==> src/rtl/toeplitz_acc_if.sv <==
// Raw-bit input stream and hash output stream of toeplitz_acc.
// The slave modport is the accumulator's view; master is the producer/consumer side.
interface toeplitz_acc_if #(
  parameter int unsigned DW = 8,
  parameter int unsigned L  = 128
);
  logic [DW-1:0] in_data;
  logic          in_valid;
  logic          in_ready;
  logic [L-1:0]  out_hash;
  logic          out_valid;
  logic          out_ready;

  modport slave (
    input  in_data, in_valid, out_ready,
    output in_ready, out_hash, out_valid
  );

  modport master (
    output in_data, in_valid, out_ready,
    input  in_ready, out_hash, out_valid
  );
endinterface

==> src/rtl/toeplitz_acc.sv <==
// Double-buffered GF(2) Toeplitz hash: XOR-accumulates gencol columns selected by raw bits,
// steering gencol's reset so column 0 lines up with the first RUN cycle.
module toeplitz_acc #(
  parameter int unsigned N  = 256,
  parameter int unsigned L  = 128,
  parameter int unsigned DW = 8
) (
  input  logic                clk,
  input  logic                reset,
  toeplitz_acc_if.slave       bus,
  output logic                gen_rst,
  input  logic [L-1:0]        col
);

  localparam int unsigned WORDS = N / DW;
  localparam int unsigned FW    = $clog2(WORDS + 1);
  localparam int unsigned WIW   = (WORDS > 1) ? $clog2(WORDS) : 1;
  localparam int unsigned KW    = (N > 1) ? $clog2(N) : 1;

  typedef enum logic [1:0] {IDLE, ARM, RUN, DONE} state_t;

  state_t                    state_q;
  state_t                    state_d;
  logic [WORDS-1:0][DW-1:0]  fbuf;
  logic [FW-1:0]             fcnt;
  logic [N-1:0]              pbuf;
  logic [L-1:0]              acc;
  logic [L-1:0]              hash_q;
  logic                      valid_q;
  logic [KW-1:0]             k;

  logic full_c;
  logic accept_c;
  logic copy_c;
  logic arm_c;
  logic run_c;
  logic load_c;

  assign full_c        = (fcnt == FW'(WORDS));
  assign accept_c      = bus.in_valid && !full_c;
  assign bus.in_ready  = !full_c;
  assign bus.out_hash  = hash_q;
  assign bus.out_valid = valid_q;

  // State register
  always_ff @(posedge clk or negedge reset) begin
    if (!reset) state_q <= IDLE;
    else        state_q <= state_d;
  end

  // Next-state and datapath strobes
  always_comb begin
    state_d = state_q;
    copy_c  = 1'b0;
    arm_c   = 1'b0;
    run_c   = 1'b0;
    load_c  = 1'b0;
    case (state_q)
      IDLE: begin
        if (full_c) begin
          copy_c  = 1'b1;
          state_d = ARM;
        end
      end
      ARM: begin
        arm_c   = 1'b1;
        state_d = RUN;
      end
      RUN: begin
        run_c = 1'b1;
        if (k == KW'(N - 1)) state_d = DONE;
      end
      DONE: begin
        if (!valid_q || bus.out_ready) begin
          load_c  = 1'b1;
          state_d = IDLE;
        end
      end
      default: state_d = IDLE;
    endcase
  end

  // Data buffers carry no reset; only fcnt decides what is valid
  always_ff @(posedge clk) begin
    if (accept_c) fbuf[WIW'(fcnt)] <= bus.in_data;
    if (copy_c)   pbuf             <= fbuf;
  end

  always_ff @(posedge clk or negedge reset) begin
    if (!reset) begin
      fcnt <= '0;
    end else if (copy_c) begin
      fcnt <= '0;
    end else if (accept_c) begin
      fcnt <= fcnt + 1'b1;
    end
  end

  // gencol is held in reset through ARM so it presents column 0 on the first RUN cycle
  always_ff @(posedge clk or negedge reset) begin
    if (!reset) gen_rst <= 1'b1;
    else        gen_rst <= copy_c;
  end

  always_ff @(posedge clk or negedge reset) begin
    if (!reset) begin
      acc <= '0;
      k   <= '0;
    end else if (arm_c) begin
      acc <= '0;
      k   <= '0;
    end else if (run_c) begin
      acc <= acc ^ (pbuf[k] ? col : '0);
      k   <= k + 1'b1;
    end
  end

  // Output register: a DONE reload during a transfer keeps valid high with the new hash
  always_ff @(posedge clk or negedge reset) begin
    if (!reset) begin
      hash_q  <= '0;
      valid_q <= 1'b0;
    end else if (load_c) begin
      hash_q  <= acc;
      valid_q <= 1'b1;
    end else if (valid_q && bus.out_ready) begin
      valid_q <= 1'b0;
    end
  end

endmodule

==> src/flat_wrapper.sv <==
// flat-port wrapper written by rule: the top's interface ports become plain ports
module toeplitz_acc_flat 
#(
  parameter int unsigned N  = 256,
  parameter int unsigned L  = 128,
  parameter int unsigned DW = 8
)
  (clk, reset, gen_rst, col, bus_in_data, bus_in_valid, bus_out_ready, bus_in_ready, bus_out_hash, bus_out_valid);
  toeplitz_acc_if #(.DW(DW), .L(L)) bus_i ();
  input  logic clk;
  input  logic reset;
  output logic gen_rst;
  input  logic [L-1:0] col;
  input wire logic [$bits(bus_i.in_data)-1:0] bus_in_data;
  input wire logic [$bits(bus_i.in_valid)-1:0] bus_in_valid;
  input wire logic [$bits(bus_i.out_ready)-1:0] bus_out_ready;
  output wire logic [$bits(bus_i.in_ready)-1:0] bus_in_ready;
  output wire logic [$bits(bus_i.out_hash)-1:0] bus_out_hash;
  output wire logic [$bits(bus_i.out_valid)-1:0] bus_out_valid;
  assign bus_i.in_data = bus_in_data;
  assign bus_i.in_valid = bus_in_valid;
  assign bus_i.out_ready = bus_out_ready;
  assign bus_in_ready = bus_i.in_ready;
  assign bus_out_hash = bus_i.out_hash;
  assign bus_out_valid = bus_i.out_valid;
  toeplitz_acc #(.N(N), .L(L), .DW(DW)) u_core (.clk(clk), .reset(reset), .bus(bus_i), .gen_rst(gen_rst), .col(col));
endmodule
==> config.mk <==
export PLATFORM = sky130hd
export DESIGN_NAME = toeplitz_acc_flat
export DESIGN_NICKNAME = d
export VERILOG_FILES = /design/src/rtl/toeplitz_acc_if.sv /design/src/rtl/toeplitz_acc.sv /design/src/flat_wrapper.sv
export SDC_FILE = /design/constraint.sdc
export NUM_CORES = 1
export LEC_CHECK = 0
export ABC_AREA = 1
export CORE_MARGIN = 5
export CORE_UTILIZATION = 58
export DETAILED_ROUTE_END_ITERATION = 10
export GPL_TIMING_DRIVEN = 0
export PLACE_DENSITY_LB_ADDON = 0.05
export SLEW_MARGIN = 20
export SYNTH_ARGS = -nofsm -noshare
export SYNTH_HDL_FRONTEND = slang
export SYNTH_SLANG_ARGS = --single-unit
==> constraint.sdc <==
create_clock -name clk -period 9.3 [get_ports clk]
set_input_delay 1.395 -clock clk [delete_from_list [all_inputs] [get_ports clk]]
set_output_delay 1.395 -clock clk [all_outputs]
set_load 0.005 [all_outputs]
==> impl_metrics.ini, run 1 <==
[outcome]
status = complete, no violations

[sta]
min_period_over_period = 0.419
setup_slack_ns = 5.40
slew_viol_final = 0
tightest_slew_ns = 0.957
finClkSkew_ns = 0.0419
max_freq_ghz = 0.257
setup_violations = 0
slew_headroom = 0.358
hold_violations = 0
rsz0062_at_grt = no
min_period_ns = 3.90

[floorplan]
fp.dieArea_um2 = 60000
core_um2 = 54900
io_pins = 271
start_util = 0.584
die_h_um = 245
rows = 86
die_x_um = 245

[worst_setup_path]
crit_buf_inv = 3
end_kind = primary output
crit_type = register to primary output
startpoint_type = register
cpMostUsedCell = nor2_1
crit_arrival_ns = 2.50
crit_fanout = 7
slowest_delay_ns = 0.57
required_ns = 7.91
cpLargestDelayFamily = buffers and inverters
path_cells = clkbuf_1 > nor2_1 > inv_1 > nor2_1 > nand3_1 > clkdlybuf4s50_1
ff2ff_path_depth = 9
slowest_stage = clkdlybuf4s50_1
crit_cells = 6

[clock_tree]
cts_sinks = 786
htree_levels = 3
postCtsSetupBuffers = 0
clk_pin_slew_ns = 0.06
cts_tree = done
ctsResizeCount = 0
cts_buffer_depth = 3
clk_latency_ns = 0.64
numCtsBuffers = 79
cts.root.buffer_cell = clkbuf_16
postCtsHoldBufs = 0

[detailed_routing]
routed_wirelength_um = 85600
drt_iter0_drc = 2191
ant_nets = 0
vias = 22900
routedWlPerCell_um = 20.5
drc = 0
via_per_inst = 5.50
dr.pass1.iters = 6

[synth]
yosys.area_share.xor_xnor = 0.000547
synth-seq-area-share = 0.694
synth_cell_types = 32
netlist.area_leader.share = 0.480
netlist_instances = 3038
synthMuxAreaShare = 0
synth_compound_gate_area_share = 0.0307
synth.cell_area_um2 = 32000
synth_top_family_by_area = simple AND/OR/NAND/NOR gates
yosys.area_share.simple = 0.195
synth_area_leaders = edfxtp_1 (48%), dfrtp_1 (21%), nand2_1 (10%)
avgSynthCellArea_um2 = 10.5
yosys_warnings = 0
synthAdderAreaFrac = 0.00391
synth_nets = 3188
yosys_register_bits = 786
yosysTopAreaCell = edfxtp_1

[global_route]
grt_pass1_wl_um = 130000
grt_overflow = 0
grt_use_total = 0.283
grt_antenna_before_repair = 3
grt_pass1_vias = 22500
grt_max_degree = 105

[finish]
syn2layout_area_growth_pct = 20.8
drive_gt1_frac = 0.0782
fin_nets = 3552
mostFrequentLayoutCell = nand2_1
final_cell_mix = nand2_1 (873), edfxtp_1 (512), inv_1 (379), nand3_1 (286), dfrtp_1 (273)

[placed_design]
dpl.hpwl_um = 57200
post-place-ws_ns = 5.49
port_buffers = 270
gp_congestion = 0.878

[pwr]
power_density_nw_per_um2 = 197
finalPower_uw = 7630
p_leak_uw = 0.0175
peakVddDrop_mv = 0.199

[min_path]
holdPathStages = 0
holdCritPathClass = register to register

[job]
maxCapViolations = 0
## cell usage after synthesis
cell	n
nand2_1	873
edfxtp_1	512
inv_1	380
nand3_1	286
dfrtp_1	273
nor2_1	163
o21ai_0	138
nand4_1	129
buf_2	60
clkbuf_1	59
a21oi_1	39
inv_2	24
buf_4	21
clkinv_1	16
buf_6	14
ha_1	10
nor3_1	9
buf_1	8
o211ai_1	5
a21boi_0	3
a21boi_1	2
nand3_2	2
nor4_1	2
xor2_1	2
a31oi_1	1
dfstp_2	1
nand2_2	1
nor2_2	1
nor3b_1	1
o22ai_1	1
o41ai_1	1
or2_2	1
## path summary, 6_finish.rpt
kind	to	slack, ns	from
max	bus_in_ready	5.40	u_core.fcnt[3]
min	u_core.pbuf[222]	0.41	u_core.fbuf[222]
max reg2reg	u_core.fbuf[180]	5.98	u_core.fcnt[3]
min reg2reg	u_core.pbuf[222]	0.41	u_core.fbuf[222]
max in group asynchronous	u_core.bus.out_hash[74]	7.73	reset
min in group asynchronous	u_core.acc[90]	0.72	reset
## report_power, final
part	total (uW)	internal [uW]	leakage (uW)	switching [uW]
logic	419	144	0.00817	275
clock network	3320	1960	0.00133	1360
registers	3900	3850	0.00804	51.2
total	7630	5950	0.0175	1680
## worst register-to-register path, stage by stage (launching register included)
cell and delay [ns]:
dfrtp_1 0.32, clkbuf_1 0.27, nor2_1 0.09, inv_1 0.11, nor2_1 0.09, nand3_1 0.28
nand2_1 0.29, inv_1 0.26, nand2_1 0.40, nor2_1 0.80
## cell type report
type / instances / area [um^2]
Antenna cell: 1 / 2.50
Buffer: 162 / 868
Clock buffer: 104 / 2160
Clock inverter: 39 / 578
Fill cell: 3957 / 16200
Inverter: 420 / 1580
Multi-Input combinational cell: 1670 / 7370
Sequential cell: 786 / 22200
Tap cell: 704 / 881
Timing Repair Buffer: 283 / 3000
## flip-flops by register name, summed over array words and instances (netlist names)
signal and count:
u_core.fbuf 256, u_core.pbuf 256, u_core.acc 128, u_core.bus.out_hash 128, u_core.k 8, u_core.fcnt 6, u_core.state_q 2, u_core.bus.out_valid 1
u_core.gen_rst 1
## per-stage QoR
stage | hold slack, ns | cell area (um^2) | util | cells | TNS, ns
after detailed placement | 0.405 | 35900 | 0.655 | 4025 | 0
after global placement | 0.400 | 35600 | 0.649 | 4012 | -1368.55
after floorplan | 0.400 | 32000 | - | 3038 | 0
after global routing | 0.420 | 38700 | 0.705 | 4169 | 0
final | 0.413 | 38700 | 0.705 | 4169 | 0
after CTS | 0.405 | 38700 | 0.705 | 4168 | 0
## cells by family after synthesis
kind of cell / after synthesis
xor gates and xnor gates: 2
adders and majority gates: 10
buffers and inverters: 582
and+or+nand+nor: 1468
AOI/OAI and AO/OA: 190
DFF: 786
## layer usage
layer	wire length [um]	part of all wire	global-route usage
met5	21	0.00025	0
met4	3320	0.039	0.107
met3	7030	0.082	0.0620
met2	41300	0.48	0.465
met1	33900	0.40	0.376
Note: power is estimated with default switching activity, not from simulation.
==> run 2, diff against run 1 <==
--- a/config.mk
+++ b/config.mk
@@ -7,7 +7,7 @@
 export LEC_CHECK = 0
 export ABC_AREA = 1
 export CORE_MARGIN = 5
-export CORE_UTILIZATION = 58
+export CORE_UTILIZATION = 52
 export DETAILED_ROUTE_END_ITERATION = 10
 export GPL_TIMING_DRIVEN = 0
 export PLACE_DENSITY_LB_ADDON = 0.05
==> constraint.sdc (replaced) <==
create_clock -name clk -period 3.5 [get_ports clk]
set_input_delay 0.525 -clock clk [delete_from_list [all_inputs] [get_ports clk]]
set_output_delay 0.525 -clock clk [all_outputs]
set_load 0.005 [all_outputs]
==> run 2 against run 1 <==
Design area is 0.12% higher. Critical path depth is 9 higher. Routed wire length grew 0.72%. Global-route usage fell by 2.9 points. Hold slack got worse by 0.14 ns. First-iteration DRC count is 3.2% lower. Sequential cell count unchanged. Sequential power rose to 2.7 times the previous value. Critical path type is now register to register. Highest routed layer is now met4.
==> impl_metrics.ini, run 2 (synthesized netlist as in run 1, its figures left out) <==
[placed_design]
port_buffers = 270
placed_cells = 4115
dpl.hpwl_um = 58500
gp_congestion = 0.892

[finish]
mostFrequentLayoutCell = nand2_1
top_regs = u_core.fbuf: 256 flops, u_core.pbuf: 256 flops
final_cell_mix = nand2_1 (873), edfxtp_1 (512), inv_1 (376), nand3_1 (286), dfrtp_1 (273)
drive_gt1_frac = 0.0807
nFillCells = 4885
final_util = 0.631
syn2layout_area_growth_pct = 20.9
fin_nets = 3558
final_cells = 4263

[worst_setup_path]
required_ns = 4.02
path_cells = buf_4 > nand2_2 > inv_2 > buf_2 > nand2_1 > nand3_1 > nand3_1 > nand3_1 > nand3_1 > nand3_2 > buf_2 > buf_2 > nand4_1 > nand2_1 > nor2_1
slowest_stage = dfrtp_1
crit_fanout = 10
end_kind = register
crit_type = register to register
crit_start = u_core.k[1]
cpMostUsedCell = nand3_1
r2r_slack_ns = 0.16
crit_arrival_ns = 3.86
timing.rr.end = u_core.acc[33]
ff2ff_path_depth = 15
rr_startpoint = u_core.k[1]
cp-endpoint = u_core.acc[33]
slowest_delay_ns = 0.36
startpoint_type = register

[outcome]
status = complete, no violations

[floorplan]
fp.dieArea_um2 = 66700
die_x_um = 258
rows = 91
start_util = 0.522
core_um2 = 61400
die_h_um = 258
io_pins = 271

[sta]
tightest_slew_ns = 1.07
rsz0062_at_grt = no
whs_ns = 0.274
slew_viol_final = 0
finClkSkew_ns = 0.0245
max_freq_ghz = 0.299
tns_ns = 0
hold_violations = 0
setup_violations = 0
min_period_ns = 3.34
slew_headroom = 0.278
min_period_over_period = 0.956

[clock_tree]
clk_pin_slew_ns = 0.06
cts.root.buffer_cell = clkbuf_16
cts_tree = done
postCtsHoldBufs = 1
clk_latency_ns = 0.63
numCtsBuffers = 80
cts_buffer_depth = 3
htree_levels = 3
ctsResizeCount = 0
postCtsSetupBuffers = 0
cts_sinks = 786

[global_route]
grt_overflow = 0
grt_pass1_wl_um = 130000
grt_pass1_vias = 22400
grt_max_degree = 96
grt_use_total = 0.254
grt_antenna_before_repair = 3

[detailed_routing]
routedWlPerCell_um = 20.2
routed_wirelength_um = 86200
drt_iter0_drc = 2121
drc = 0
ant_nets = 0
via_per_inst = 5.35
dr.pass1.iters = 6
vias = 22800

[min_path]
holdCritPathClass = primary input to register

[pwr]
peakVddDrop_mv = 0.479
finalPower_uw = 19900
power_density_nw_per_um2 = 515
p_leak_uw = 0.0175

[job]
maxCapViolations = 0
run 2: changes by cell type in the layout (fill, tap and decap cells not counted), sizes merged:
cell	delta
buf	+4
clkinvlp	+4
clkinv	+8
bufinv	-5
dlygate4sd3	+1
clkbuf	-5
diode	+1
run 2: power by group:
| group | total, uW | leakage, uW | internal (uW) | switching (uW) |
|---|---|---|---|---|
| clock network | 8450 | 0.00127 | 4860 | 3580 |
| logic | 1130 | 0.00819 | 397 | 732 |
| registers | 10400 | 0.00804 | 10200 | 137 |
run 2: cell type report:
class | instances | area, um^2 | share of cell area
clock inverters | 46 | 428 | 0.0110
inverters | 420 | 1580 | 0.0408
flip-flops and latches | 786 | 22200 | 0.574
plain buffers | 162 | 878 | 0.0227
multi-input cells | 1670 | 7380 | 0.191
diodes | 2 | 5.00 | 0.000129
clock buffers | 99 | 2170 | 0.0560
well taps | 790 | 988 | 0.0255
repair buffers | 288 | 3060 | 0.0791
run 2: worst min path at each step:
stage                                start               end  slack (ns)  cells after the start
after floorplan                      reset     u_core.acc[0]        0.23                      0
after global placement    u_core.fbuf[179]  u_core.pbuf[179]        0.40                      0
after detailed placement  u_core.fbuf[106]  u_core.pbuf[106]        0.40                      0
after CTS                   bus_in_data[3]   u_core.fbuf[75]        0.24                      1
after global routing        bus_in_data[3]   u_core.fbuf[75]        0.26                      1
final                       bus_in_data[3]  u_core.fbuf[235]        0.27                      1
run 2: metal layers:
| layer | part of all wire | global-route usage |
|---|---|---|
| met3 | 0.076 | 0.0472 |
| met5 | 0 | 0 |
| met4 | 0.040 | 0.101 |
| met1 | 0.41 | 0.345 |
| met2 | 0.47 | 0.412 |
run 2: critical path: cells and delay by family (launching register included):
kind,cells,cell delay [ns]
DFF,1,0.36
and+or+nand+nor,10,1.30
buffers and inverters,5,1.55
run 2: per-stage QoR:
stage	setup WS, ns	instance area (um^2)
floorplan	-1.52	32100
global placement	-10.12	35800
detailed placement	0.267	36100
CTS	0.258	38700
global route	0.0163	38700
finish	0.156	38700
==> run 3, diff against run 2 <==
--- a/config.mk
+++ b/config.mk
@@ -11,7 +11,7 @@
 export DETAILED_ROUTE_END_ITERATION = 10
 export GPL_TIMING_DRIVEN = 0
 export PLACE_DENSITY_LB_ADDON = 0.05
-export SLEW_MARGIN = 20
+export SLEW_MARGIN = 40
 export SYNTH_ARGS = -nofsm -noshare
 export SYNTH_HDL_FRONTEND = slang
 export SYNTH_SLANG_ARGS = --single-unit
==> run 3 against run 2 <==
Critical path depth shrank 2. Die area is the same. Register-to-register slack gained 0.06 ns. Sequential cell count is the same. Critical endpoint is now u_core.acc[89]. Highest routed layer unchanged.
==> impl_metrics.ini, run 3 (synthesized netlist as in run 1, its figures left out) <==
[outcome]
status = complete, no violations

[sta]
tightest_slew_ns = 0.914
tns_ns = 0
slew_viol_final = 0
min_period_over_period = 0.939
rsz0062_at_grt = no
max_freq_ghz = 0.304
hold_violations = 0
slew_headroom = 0.391
setup_violations = 0
finClkSkew_ns = 0.0318
min_period_ns = 3.29

[global_route]
grt_antenna_before_repair = 3
grt_use_total = 0.256
grt_pass1_wl_um = 131000
grt_overflow = 0
grt_pass1_vias = 22600
grt_max_degree = 75

[floorplan]
core_um2 = 61400
die_h_um = 258
die_x_um = 258
start_util = 0.522
fp.dieArea_um2 = 66700
rows = 91
io_pins = 271

[placed_design]
place_area_um2 = 36200
dpl.hpwl_um = 58200
placed_cells = 4117
port_buffers = 270
gp_congestion = 0.892

[clock_tree]
clk_latency_ns = 0.64
cts_sinks = 786
cts.root.buffer_cell = clkbuf_16
htree_levels = 3
numCtsBuffers = 80
clk_pin_slew_ns = 0.06
ctsResizeCount = 0
cts_tree = done
postCtsHoldBufs = 1
cts_buffer_depth = 3
postCtsSetupBuffers = 0

[finish]
mostFrequentLayoutCell = nand2_1
fin_nets = 3560
nFillCells = 4837
final_cells = 4267
final_cell_mix = nand2_1 (873), edfxtp_1 (512), inv_1 (376), nand3_1 (286), dfrtp_1 (273)
syn2layout_area_growth_pct = 21.3
seqCellArea_um2 = 22200
multi_input_area_um2 = 7390
top_regs = u_core.fbuf: 256 flops, u_core.pbuf: 256 flops
drive_gt1_frac = 0.0823
final_area_um2 = 38900
final_util = 0.633

[worst_setup_path]
crit_fanout = 10
ff2ff_path_depth = 13
end_kind = register
cpMostUsedCell = nand3_1
path_cells = inv_2 > clkbuf_1 > nand3_1 > o211ai_1 > nand3_1 > nand3_1 > nand3_1 > nand3_2 > buf_2 > buf_2 > nand4_1 > nand2_1 > nor2_1
rr_startpoint = u_core.k[2]
slowest_stage = clkbuf_1
timing.rr.end = u_core.acc[89]
crit_start = u_core.k[2]
startpoint_type = register
crit_type = register to register
slowest_delay_ns = 0.67
required_ns = 4.01
cp-endpoint = u_core.acc[89]
crit_arrival_ns = 3.79
r2r_slack_ns = 0.21

[detailed_routing]
ant_nets = 0
via_per_inst = 5.36
drc = 0
drt_iter0_drc = 2343
routed_wirelength_um = 86700
dr.pass1.iters = 6
routedWlPerCell_um = 20.3
vias = 22900

[pwr]
power_frac_seq = 0.519
power.internal_uw = 15500
peakVddDrop_mv = 0.531
p_leak_uw = 0.0176
swShare = 0.222
switchingPower_uw = 4430
p_comb_frac = 0.057
power_frac_clock = 0.424
power_density_nw_per_um2 = 513

[job]
maxCapViolations = 0

[min_path]
holdCritPathClass = primary input to register
[run 3: cell count changes in the layout (fill, tap and decap cells not counted), moves of 2 or more]
cell	change
clkinvlp_4	-4
clkbuf_1	+4
buf_2	-5
clkinv_1	-4
buf_4	+5
buf_16	+8
buf_12	-7
clkbuf_8	+6
clkbuf_2	+2
[run 3: layer usage]
layer	vias to the layer above	track usage	wire [um]
met2	916	0.417	41100
met1	11000	0.351	35900
met3	198	0.0419	6260
met5	-	0	0
li1	10700	-	-
met4	0	0.0998	3450
[run 3: power by group through the flow]
stage,clock network (uW),registers (uW),logic [uW]
global placement,0,10500,1050
global route,8990,10400,1250
floorplan,0,10500,581
detailed placement,0,10500,1120
CTS,8580,10400,1130
finish,8460,10400,1130
[run 3: final cells by class]
class / instances / area share
Antenna cell: 2 / 0.000129
Buffer: 162 / 0.0227
Clock buffer: 110 / 0.0578
Clock inverter: 37 / 0.00927
Inverter: 420 / 0.0407
Multi-Input combinational cell: 1670 / 0.190
Sequential cell: 786 / 0.572
Tap cell: 790 / 0.0254
Timing Repair Buffer: 290 / 0.0816
[run 3: worst max-delay path: cells and delay by family (launching register included)]
kind	cells	cell delay [ns]
compound gates	1	0.18
buf+inv	4	1.52
flops	1	0.42
simple gates	8	1.02
[run 3: worst min-delay path by stage]
stage	from	cells after the start	slack [ns]	to
2_1_floorplan	reset	0	0.23	u_core.acc[0]
3_3_place_gp	u_core.fbuf[179]	0	0.40	u_core.pbuf[179]
3_5_place_dp	reset	1	0.38	u_core.bus.out_hash[94]
4_1_cts	bus_in_data[3]	1	0.26	u_core.fbuf[75]
5_1_grt	bus_in_data[3]	1	0.27	u_core.fbuf[75]
6_report	bus_in_data[3]	1	0.29	u_core.fbuf[75]
[run 3: through the flow]
step | worst slack [ns] | hold slack (ns) | total power, uW
4_1_cts | 0.236 | 0.259 | 20100
5_1_grt | 0.0295 | 0.269 | 20600
3_3_place_gp | -10.12 | 0.400 | 11600
3_5_place_dp | 0.245 | 0.381 | 11700
2_1_floorplan | -1.52 | 0.229 | 11100
6_report | 0.215 | 0.292 | 19900
